===== src/rtl/seg7_scan_decoder.sv =====
// Receive-side monitor for a multiplexed 7-segment bus: filters the scan lines,
// decodes every accepted digit and publishes a complete 8-digit frame per scan.
module seg7_scan_decoder #(
  parameter bit SEG_ACTIVE_LOW = 1'b1,
  parameter bit AN_ACTIVE_LOW  = 1'b1,
  parameter int STABLE_CYCLES  = 4,
  parameter int FRAME_TIMEOUT  = 65536
) (
  input  logic        clk,
  input  logic        rst_n,
  input  logic [6:0]  seg_in,
  input  logic [7:0]  an_in,
  output logic [39:0] digits_out,
  output logic        frame_valid,
  output logic        scan_err,
  output logic        pat_err,
  output logic        timeout
);

  localparam logic [6:0]    SEG_IDLE   = SEG_ACTIVE_LOW ? 7'h7F : 7'h00;
  localparam logic [7:0]    AN_IDLE    = AN_ACTIVE_LOW ? 8'hFF : 8'h00;
  localparam logic [7:0]    STABLE_MAX = 8'(STABLE_CYCLES);
  localparam int            TW         = $clog2(FRAME_TIMEOUT);
  localparam logic [TW-1:0] TMO_LAST   = TW'(FRAME_TIMEOUT - 1);
  localparam logic [39:0]   ALL_BLANK  = {8{5'h10}};

  typedef enum logic {ST_WAIT, ST_HOLD} state_t;

  logic [6:0]    r_seg_raw;
  logic [7:0]    r_an_raw;
  logic [6:0]    w_seg;
  logic [7:0]    w_an;
  logic [14:0]   r_prev;
  logic [7:0]    r_stab_cnt;
  logic [7:0]    w_stab_next;
  state_t        r_state;
  state_t        w_state_next;
  logic          w_capture;
  logic          w_multi;
  logic [4:0]    w_code;
  logic [7:0]    r_mask;
  logic [4:0]    r_shadow [8];
  logic [39:0]   w_shadow_flat;
  logic [TW-1:0] r_tmo_cnt;
  logic [TW-1:0] w_tmo_inc;
  logic          w_frame_done;
  logic          w_tmo_fire;
  logic [7:0]    w_mask_base;

  function automatic logic [4:0] f_decode(input logic [6:0] p);
    case (p)
      7'h3F: return 5'h00;
      7'h06: return 5'h01;
      7'h5B: return 5'h02;
      7'h4F: return 5'h03;
      7'h66: return 5'h04;
      7'h6D: return 5'h05;
      7'h7D: return 5'h06;
      7'h07: return 5'h07;
      7'h7F: return 5'h08;
      7'h6F: return 5'h09;
      7'h77: return 5'h0A;
      7'h7C: return 5'h0B;
      7'h39: return 5'h0C;
      7'h5E: return 5'h0D;
      7'h79: return 5'h0E;
      7'h71: return 5'h0F;
      7'h00: return 5'h10;
      7'h40: return 5'h11;
      default: return 5'h1F;
    endcase
  endfunction

  // Pins are registered once, idling at the inactive level of each bus
  always_ff @(posedge clk) begin
    if (!rst_n) begin
      r_seg_raw <= SEG_IDLE;
      r_an_raw  <= AN_IDLE;
    end else begin
      r_seg_raw <= seg_in;
      r_an_raw  <= an_in;
    end
  end

  assign w_seg = SEG_ACTIVE_LOW ? ~r_seg_raw : r_seg_raw;
  assign w_an  = AN_ACTIVE_LOW ? ~r_an_raw : r_an_raw;

  always_comb begin
    w_stab_next = r_stab_cnt;
    if ({w_an, w_seg} != r_prev) begin
      w_stab_next = 8'd1;
    end else if (r_stab_cnt < STABLE_MAX) begin
      w_stab_next = r_stab_cnt + 8'd1;
    end
  end

  always_ff @(posedge clk) begin
    if (!rst_n) begin
      r_prev     <= '0;
      r_stab_cnt <= '0;
    end else begin
      r_prev     <= {w_an, w_seg};
      r_stab_cnt <= w_stab_next;
    end
  end

  // HOLD can only be left through a counter restart, so each dwell is accepted once
  always_comb begin
    w_state_next = r_state;
    w_capture    = 1'b0;
    w_multi      = 1'b0;
    case (r_state)
      ST_WAIT: begin
        if (w_stab_next == STABLE_MAX && w_an != 8'h00) begin
          w_state_next = ST_HOLD;
          if ($onehot(w_an)) begin
            w_capture = 1'b1;
          end else begin
            w_multi = 1'b1;
          end
        end
      end
      ST_HOLD: begin
        if (w_stab_next != STABLE_MAX) begin
          w_state_next = ST_WAIT;
        end
      end
      default: w_state_next = ST_WAIT;
    endcase
  end

  assign w_code       = f_decode(w_seg);
  assign w_frame_done = (r_mask == 8'hFF);
  assign w_tmo_inc    = r_tmo_cnt + 1'b1;
  assign w_tmo_fire   = !w_frame_done && (w_tmo_inc == TMO_LAST);
  assign w_mask_base  = (w_frame_done || w_tmo_fire) ? 8'h00 : r_mask;

  generate
    for (genvar gi = 0; gi < 8; gi++) begin : g_flat
      assign w_shadow_flat[5*gi +: 5] = r_shadow[gi];
    end
  endgenerate

  always_ff @(posedge clk) begin
    if (!rst_n) begin
      for (int i = 0; i < 8; i++) r_shadow[i] <= 5'h10;
    end else if (w_capture) begin
      for (int i = 0; i < 8; i++) begin
        if (w_an[i]) r_shadow[i] <= w_code;
      end
    end
  end

  always_ff @(posedge clk) begin
    if (!rst_n) begin
      r_state     <= ST_WAIT;
      r_mask      <= '0;
      r_tmo_cnt   <= '0;
      digits_out  <= ALL_BLANK;
      frame_valid <= 1'b0;
      scan_err    <= 1'b0;
      pat_err     <= 1'b0;
      timeout     <= 1'b0;
    end else begin
      r_state     <= w_state_next;
      r_mask      <= w_mask_base | (w_capture ? w_an : 8'h00);
      r_tmo_cnt   <= (w_frame_done || w_tmo_fire) ? '0 : w_tmo_inc;
      frame_valid <= w_frame_done;
      timeout     <= w_tmo_fire;
      scan_err    <= w_multi;
      pat_err     <= w_capture && (w_code == 5'h1F);
      if (w_frame_done) digits_out <= w_shadow_flat;
    end
  end

endmodule


===== config.mk =====
export PLATFORM = sky130hd
export DESIGN_NAME = seg7_scan_decoder
export DESIGN_NICKNAME = d
export VERILOG_FILES = /design/src/rtl/seg7_scan_decoder.sv
export SDC_FILE = /design/constraint.sdc
export NUM_CORES = 1
export LEC_CHECK = 0
export ABC_AREA = 1
export CORE_AREA = 5 5 122 124
export DETAILED_ROUTE_END_ITERATION = 8
export DIE_AREA = 0 0 127 129
export GPL_TIMING_DRIVEN = 0
export PLACE_DENSITY = 0.67
export SETUP_SLACK_MARGIN = 0.05
export SYNTH_ARGS = -nofsm -noshare
export SYNTH_HDL_FRONTEND = slang
export SYNTH_SLANG_ARGS = --single-unit

===== constraint.sdc =====
create_clock -name clk -period 4 [get_ports clk]
set_input_delay 0.8 -clock clk [delete_from_list [all_inputs] [get_ports clk]]
set_output_delay 0.8 -clock clk [all_outputs]
set_load 0.02 [all_outputs]

**Word level (Yosys, flattened, before mapping)**

Memories as Yosys holds them, arrays and structs flattened. A register that Yosys moved wholly into a read port is not among the register bits.
Cells that the tools add are included.

- Register bits: 67
- RAM bits: 40
- Output and inout port bits: 44
- Memories: 1

- Add/sub/neg operators: 9
- $lt $le $gt $ge: 1
- Eq/ne operators: 24
- Muxes and demuxes: 53
- Bitwise gates (word level): 14
- Reduce and logical (&&, ||, !) cells: 17

Memories:

| memory | words | bits a word | rd ports | clocked after Yosys merged registers in | wr ports | RTL line | RTL |
|---|---|---|---|---|---|---|---|
| r_shadow | 8 | 5 | 8 | 8 | 8 | 42 | `logic [4:0] r_shadow [8];` |

Operators with widths:

| cell | number |
|---|---|
| equality test 7 bit, second input constant | 13 |
| case mux 5 bit (18 select lines) | 1 |
| 2-to-1 mux 5 bit | 8 |
| 2-to-1 mux 1 bit | 39 |
| 2-to-1 mux 8 bit | 4 |
| adder 16 x 1 -> 16 bit, second input constant | 1 |
| equality test 16 bit, second input constant | 1 |
| inequality test 15 bit | 1 |
| equality test 7 x 3 -> 1 bit, second input constant | 2 |
| equality test 7 x 6 -> 1 bit, second input constant | 2 |
| zero test 1 bit | 9 |
| adder 1 x 1 -> 2 bit | 4 |
| adder 8 x 1 -> 8 bit, second input constant | 1 |
| equality test 8 x 3 -> 1 bit, second input constant | 1 |
| equality test 8 bit, second input constant | 1 |
| < comparator 8 x 3 -> 1 bit, second input constant | 1 |
| inequality test 8 x 3 -> 1 bit, second input constant | 1 |
| NOT 8 bit | 1 |
| bitwise OR 1 bit | 8 |
| bitwise OR 8 bit | 1 |
| nonzero test 8 bit | 1 |
| zero test 7 bit | 1 |
| NOT 7 bit | 1 |
| adder 2 x 2 -> 3 bit | 2 |
| other kinds (9) | 13 |

**Longest topological paths before layout**

- Depth after elaboration: 12
- Mapped depth: 16
- Mapped depth without buffers: 15

**Least setup slack after synthesis**

No wires, ideal clock.

- Path kind: register to register
- Start: register r_an_raw[0]
- End: memory r_shadow[6][0], enable pin
- Setup time: 0.374 ns
- Arrival time: 3.768 ns
- Slack: -0.142 ns
- Cell stages (with the launch flop): 17
- Buffers on the path: 1
- Cell sequence: dfxtp_1 -> fa_1 -> inv_1 -> fa_1 -> fa_1 -> ha_1 -> inv_1 -> fa_1 -> inv_1 -> nand2_1 -> nor2_1 -> o2bb2ai_1 -> nand3_1 -> nor2_1 -> buf_2 -> nand2_1 -> o21ai_0

RTL lines:

| what | RTL line | RTL |
|---|---|---|
| start: declaration | 30 | `logic [7:0] r_an_raw;` |
| start signal: assignment | 81 | `r_an_raw <= an_in;` |
| end: declaration | 42 |  |

==> out/summary.log <==
INFO  routing        drt_first_pass_iters=5
INFO  floorplanning  floorplan.rows=43
INFO  routing        route.detailed.drc=0
INFO  final_layout   stdcell_area=7680um^2
INFO  grt            most_heavily_used_metal_layer_in_global_routing=met2
INFO  routing        number_of_nets_with_antenna_violations_after_routing=0
INFO  floorplanning  design.die.area=16400um^2
INFO  grt            grt_use_met2=27.6%
INFO  sta            setup_tns=0ns
INFO  final_layout   drive_above_1_share=13.2%
INFO  routing        via_count=4669
INFO  sta            fmaxAchievable=0.260GHz
INFO  worst_setup_path critical_path.startpoint_type=flop
INFO  worst_setup_path ff2ff_setup_slack=0.16ns
INFO  power          cell_internal_pwr=2.68mW
INFO  floorplanning  core=13700um^2
INFO  synth          largest_family_of_logic_cells_by_synthesized_area=simple AND/OR/NAND/NOR gates
INFO  clocking       largest_buffer_count_on_any_clock_path=2
INFO  power          netSwitchingPower=0.823mW
INFO  synth          yosys-mux-area-fraction=0%
INFO  floorplanning  fp.dieH=129um
INFO  sta            grt_setup_unrepaired=yes
INFO  synth          synth_enable_flop_cells=40
INFO  grt            via_count_of_the_first_global_routing_pass=4540
INFO  synth          synthCells=661
INFO  synth          yosysSeqAreaShare=55.6%
INFO  sta            setup_viol=0
INFO  sta            max_slew_margin=40.0%
INFO  worst_setup_path rr_startpoint=r_an_raw[0]$_SDFF_PN1_
INFO  sta            timing.final.max_slew_violations=0
INFO  power          leakage_power_summed_over_all_cells=3.07nW
INFO  place          gp_congestion=0.867
INFO  synth          netlist-cell-type-count=43
INFO  worst_setup_path timing.rr.end=r_shadow[4][2]$_SDFFCE_PN0P_
INFO  clocking       clock_tree.root_cell=clkbuf_16
INFO  grt            grt_antenna_before_repair=0
INFO  power          power.density=456nW/um^2
INFO  power          p_seq_share=45.2%
INFO  grt            grtUsageMet3=4.28%
INFO  clocking       clock_sinks=147
INFO  job            max_capacitance_violation_count=0
INFO  worst_hold_path hold_path_class=flop to flop
INFO  clocking       post_cts_hold_buffer_count=0
INFO  routing        initialDrtViolationCount=324
INFO  clocking       clock_tree_from_tritoncts=done
INFO  synth          synth-warning-count=0
INFO  floorplanning  pin_count=61
INFO  clocking       worstSkewPairLatency=0.42ns
INFO  worst_setup_path path_max_fanout=5
INFO  place          io_buffers=60
INFO  synth          area_fraction_in_compound_gates_after_synthesis=7.69%
INFO  sta            final.min_clock_period=3.84ns
INFO  synth          ys_seq_elements=147
INFO  floorplanning  initial_utilization=44.0%
INFO  grt            grt_start_max_net_pins=17
INFO  routing        vias_per_cell=4.95
INFO  sta            timing.final.hold_violations=0
INFO  place          dpl_cell_area=6840um^2
INFO  routing        wl_per_cell=13.9um
INFO  clocking       numCtsBuffers=17
INFO  grt            overflow=0
INFO  worst_setup_path arrival=3.96ns
INFO  worst_setup_path worstPathRequired=4.12ns
INFO  grt            groute.usage.overall=16.7%
INFO  worst_setup_path startpoint=r_an_raw[0]$_SDFF_PN1_
INFO  synth          xor_xnor_portion_of_the_synthesized_cell_area=1.29%
INFO  synth          synth_nets=689
INFO  synth          synth_fa_ha_area_share=2.79%
INFO  clocking       ctsHtreeMaxLevel=4
INFO  synth          share_of_flip_flops_with_an_asynchronous_set_or_reset=0%
INFO  outcome        outcome=complete, no violations
INFO  routing        route.final.wire_length=13100um
INFO  sta            max_slew.worst_pin.slew=0.888ns
INFO  power          clockPowerShare=46.8%
INFO  sta            finalCritPeriodShare=96.0%
INFO  floorplanning  die_width=127um
INFO  worst_setup_path endpoint_kind=flop
INFO  power          swShare=23.5%
INFO  final_layout   synthToLayoutAreaGrowth=27.5%
INFO  synth          synthesis.area=6020um^2
INFO  worst_setup_path criticalPathCategory=flop to flop
INFO  sta            finClkSkew=0.0101ns
INFO  place          hpwlAfterDp=9590um
INFO  worst_setup_path crit_end=r_shadow[4][2]$_SDFFCE_PN0P_
INFO  final_layout   layout.nets=779
INFO  grt            grt_pass1_wl=21800um
INFO  synth          synth_simple_gate_area_share=26.3%
INFO  synth          ys.flop_type=dfxtp_1
INFO  final_layout   diodes=0
INFO  synth          postSynthAreaPerCell=9.10um^2
INFO  clocking       clk_pin_slew=0.06ns
INFO  grt            grt_util_met1=21.3%
INFO  power          vdd_ir_drop_max=0.277mV
INFO  worst_setup_path r2r.worst_path.cells=17
INFO  power          power.share.combinational=8.1%
==> metrics by stage <==
step	hold slack (ns)	utilization (%)	cells	power [mW]	worst slack [ns]
finish	0.452	56.2	944	3.50	0.158
global route	0.469	56.2	944	3.63	0.0261
CTS	0.451	55.6	939	3.50	0.0787
detailed placement	0.441	50.1	901	1.82	-0.535
global placement	0.430	50.1	901	1.81	-0.444
floorplan	0.421	-	661	1.76	0.00639
==> worst min path at each step <==
stage                                  start                  endpoint  slack (ns)  depth (start not counted)
floorplan           r_stab_cnt[6]$_SDFF_PN0_  r_stab_cnt[6]$_SDFF_PN0_        0.42                          2
global placement    r_stab_cnt[6]$_SDFF_PN0_  r_stab_cnt[6]$_SDFF_PN0_        0.43                          2
detailed placement  r_stab_cnt[7]$_SDFF_PN0_  r_stab_cnt[7]$_SDFF_PN0_        0.44                          2
CTS                 r_stab_cnt[7]$_SDFF_PN0_  r_stab_cnt[7]$_SDFF_PN0_        0.45                          2
global route        r_stab_cnt[7]$_SDFF_PN0_  r_stab_cnt[7]$_SDFF_PN0_        0.47                          2
finish              r_stab_cnt[6]$_SDFF_PN0_  r_stab_cnt[6]$_SDFF_PN0_        0.45                          2
==> flip-flops by register name (all words and copies together) (netlist names) <==
signal / flops
r_mask: 8
scan_err: 1
r_stab_cnt: 8
r_prev: 15
pat_err: 1
digits_out: 40
frame_valid: 1
timeout: 1
r_shadow: 40
r_state: 1
r_an_raw: 8
r_tmo_cnt: 16
r_seg_raw: 7
==> critical path, stage by stage, from the launching register on <==
cell       delay [ns]
dfxtp_4          0.35
fa_1             0.53
inv_1            0.05
fa_1             0.45
fa_1             0.51
ha_2             0.19
inv_2            0.04
fa_2             0.33
inv_2            0.07
nand2_2          0.05
nor2_2           0.09
o2bb2ai_2        0.11
nand3_2          0.11
nor2_4           0.15
buf_6            0.15
buf_12           0.12
nand3_4          0.11
nand2_4          0.12
==> repair_timing <==
item	in CTS	in global routing
buffers inserted	6	5
resized for setup	22	12
setup endpoints to repair	64	64
pin swaps	3	5
==> cell type report <==
cell class                      instances  area [um^2]
Fill cell                            1189         5990
Buffer                                 19          123
Tap cell                              180          225
Inverter                               71          267
Timing Repair Buffer                   71          699
Clock inverter                         10          109
Sequential cell                       147         3350
Multi-Input combinational cell        424         2390
Clock buffer                           22          518
==> placed cells by master (no fill, tap or decap), types with 3 or more instances in the layout <==
| cell | netlist | final |
|---|---|---|
| nand2_4 | 1 | 6 |
| nand3_4 | 6 | 6 |
| xnor2_1 | 4 | 4 |
| ha_1 | 7 | 6 |
| buf_4 | 2 | 11 |
| nand3_1 | 40 | 39 |
| edfxtp_1 | 40 | 40 |
| dfxtp_1 | 107 | 105 |
| xor2_1 | 3 | 3 |
| o21bai_1 | 4 | 4 |
| nor2_2 | 5 | 6 |
| clkdlybuf4s50_1 | 0 | 60 |
| inv_1 | 70 | 68 |
| or2_2 | 15 | 15 |
| a22o_1 | 32 | 32 |
| a21oi_1 | 3 | 3 |
| nor3_1 | 7 | 7 |
| nand2_1 | 127 | 119 |
| nand4_1 | 16 | 16 |
| nand2_2 | 1 | 4 |
| o21ai_0 | 5 | 3 |
| clkbuf_16 | 0 | 20 |
| fa_1 | 4 | 3 |
| buf_6 | 1 | 3 |
| clkbuf_1 | 13 | 13 |
| clkinv_4 | 0 | 3 |
| inv_6 | 0 | 3 |
| nor2_1 | 121 | 119 |
| o22a_1 | 8 | 8 |
==> Yosys cell counts (2+ instances only) <==
library cell | n | area share (%)
clkbuf_1 | 13 | 0.81
a21oi_1 | 3 | 0.25
nand4_1 | 16 | 1.7
nand2_1 | 127 | 7.9
o22a_1 | 8 | 1.2
xor2_1 | 3 | 0.44
nand3_4 | 6 | 1.7
fa_1 | 4 | 1.3
xnor2_1 | 4 | 0.58
or2_2 | 15 | 1.6
edfxtp_1 | 40 | 20
nor3_1 | 7 | 0.58
inv_1 | 70 | 4.4
buf_4 | 2 | 0.25
nand3_1 | 40 | 3.3
dfxtp_1 | 107 | 36
o21bai_1 | 4 | 0.50
ha_1 | 7 | 1.5
o21ai_0 | 5 | 0.42
nand3b_1 | 2 | 0.25
a22o_1 | 32 | 4.7
nor2_1 | 121 | 7.5
nor2_2 | 5 | 0.52
==> power by group through the flow <==
stage / sequential (mW) / combinational, mW / clock (mW)
after floorplan: 1.61 / 0.149 / 0
after global placement: 1.61 / 0.202 / 0
after detailed placement: 1.61 / 0.208 / 0
after CTS: 1.58 / 0.259 / 1.66
after global routing: 1.58 / 0.313 / 1.73
final: 1.58 / 0.283 / 1.64
==> logic make-up (layout without fill, tap and decap cells) <==
logic type / count (synthesis) / in the layout
buffers and inverters: 90 / 193
adders and majority gates: 11 / 11
and+or+nand+nor: 348 / 348
DFF: 147 / 147
AOI/OAI and AO/OA: 57 / 57
xor gates and xnor gates: 8 / 8
==> layer usage <==
metal  share of wire (%)  vias up  routed length [um]
li1                    -     2350                   -
met1                  46     2166                5990
met2                  47      139                6160
met3                 5.7       14                 745
met4                 1.6        0                 210
met5                   0        -                   0
Note: power is estimated with default switching activity, not from simulation.
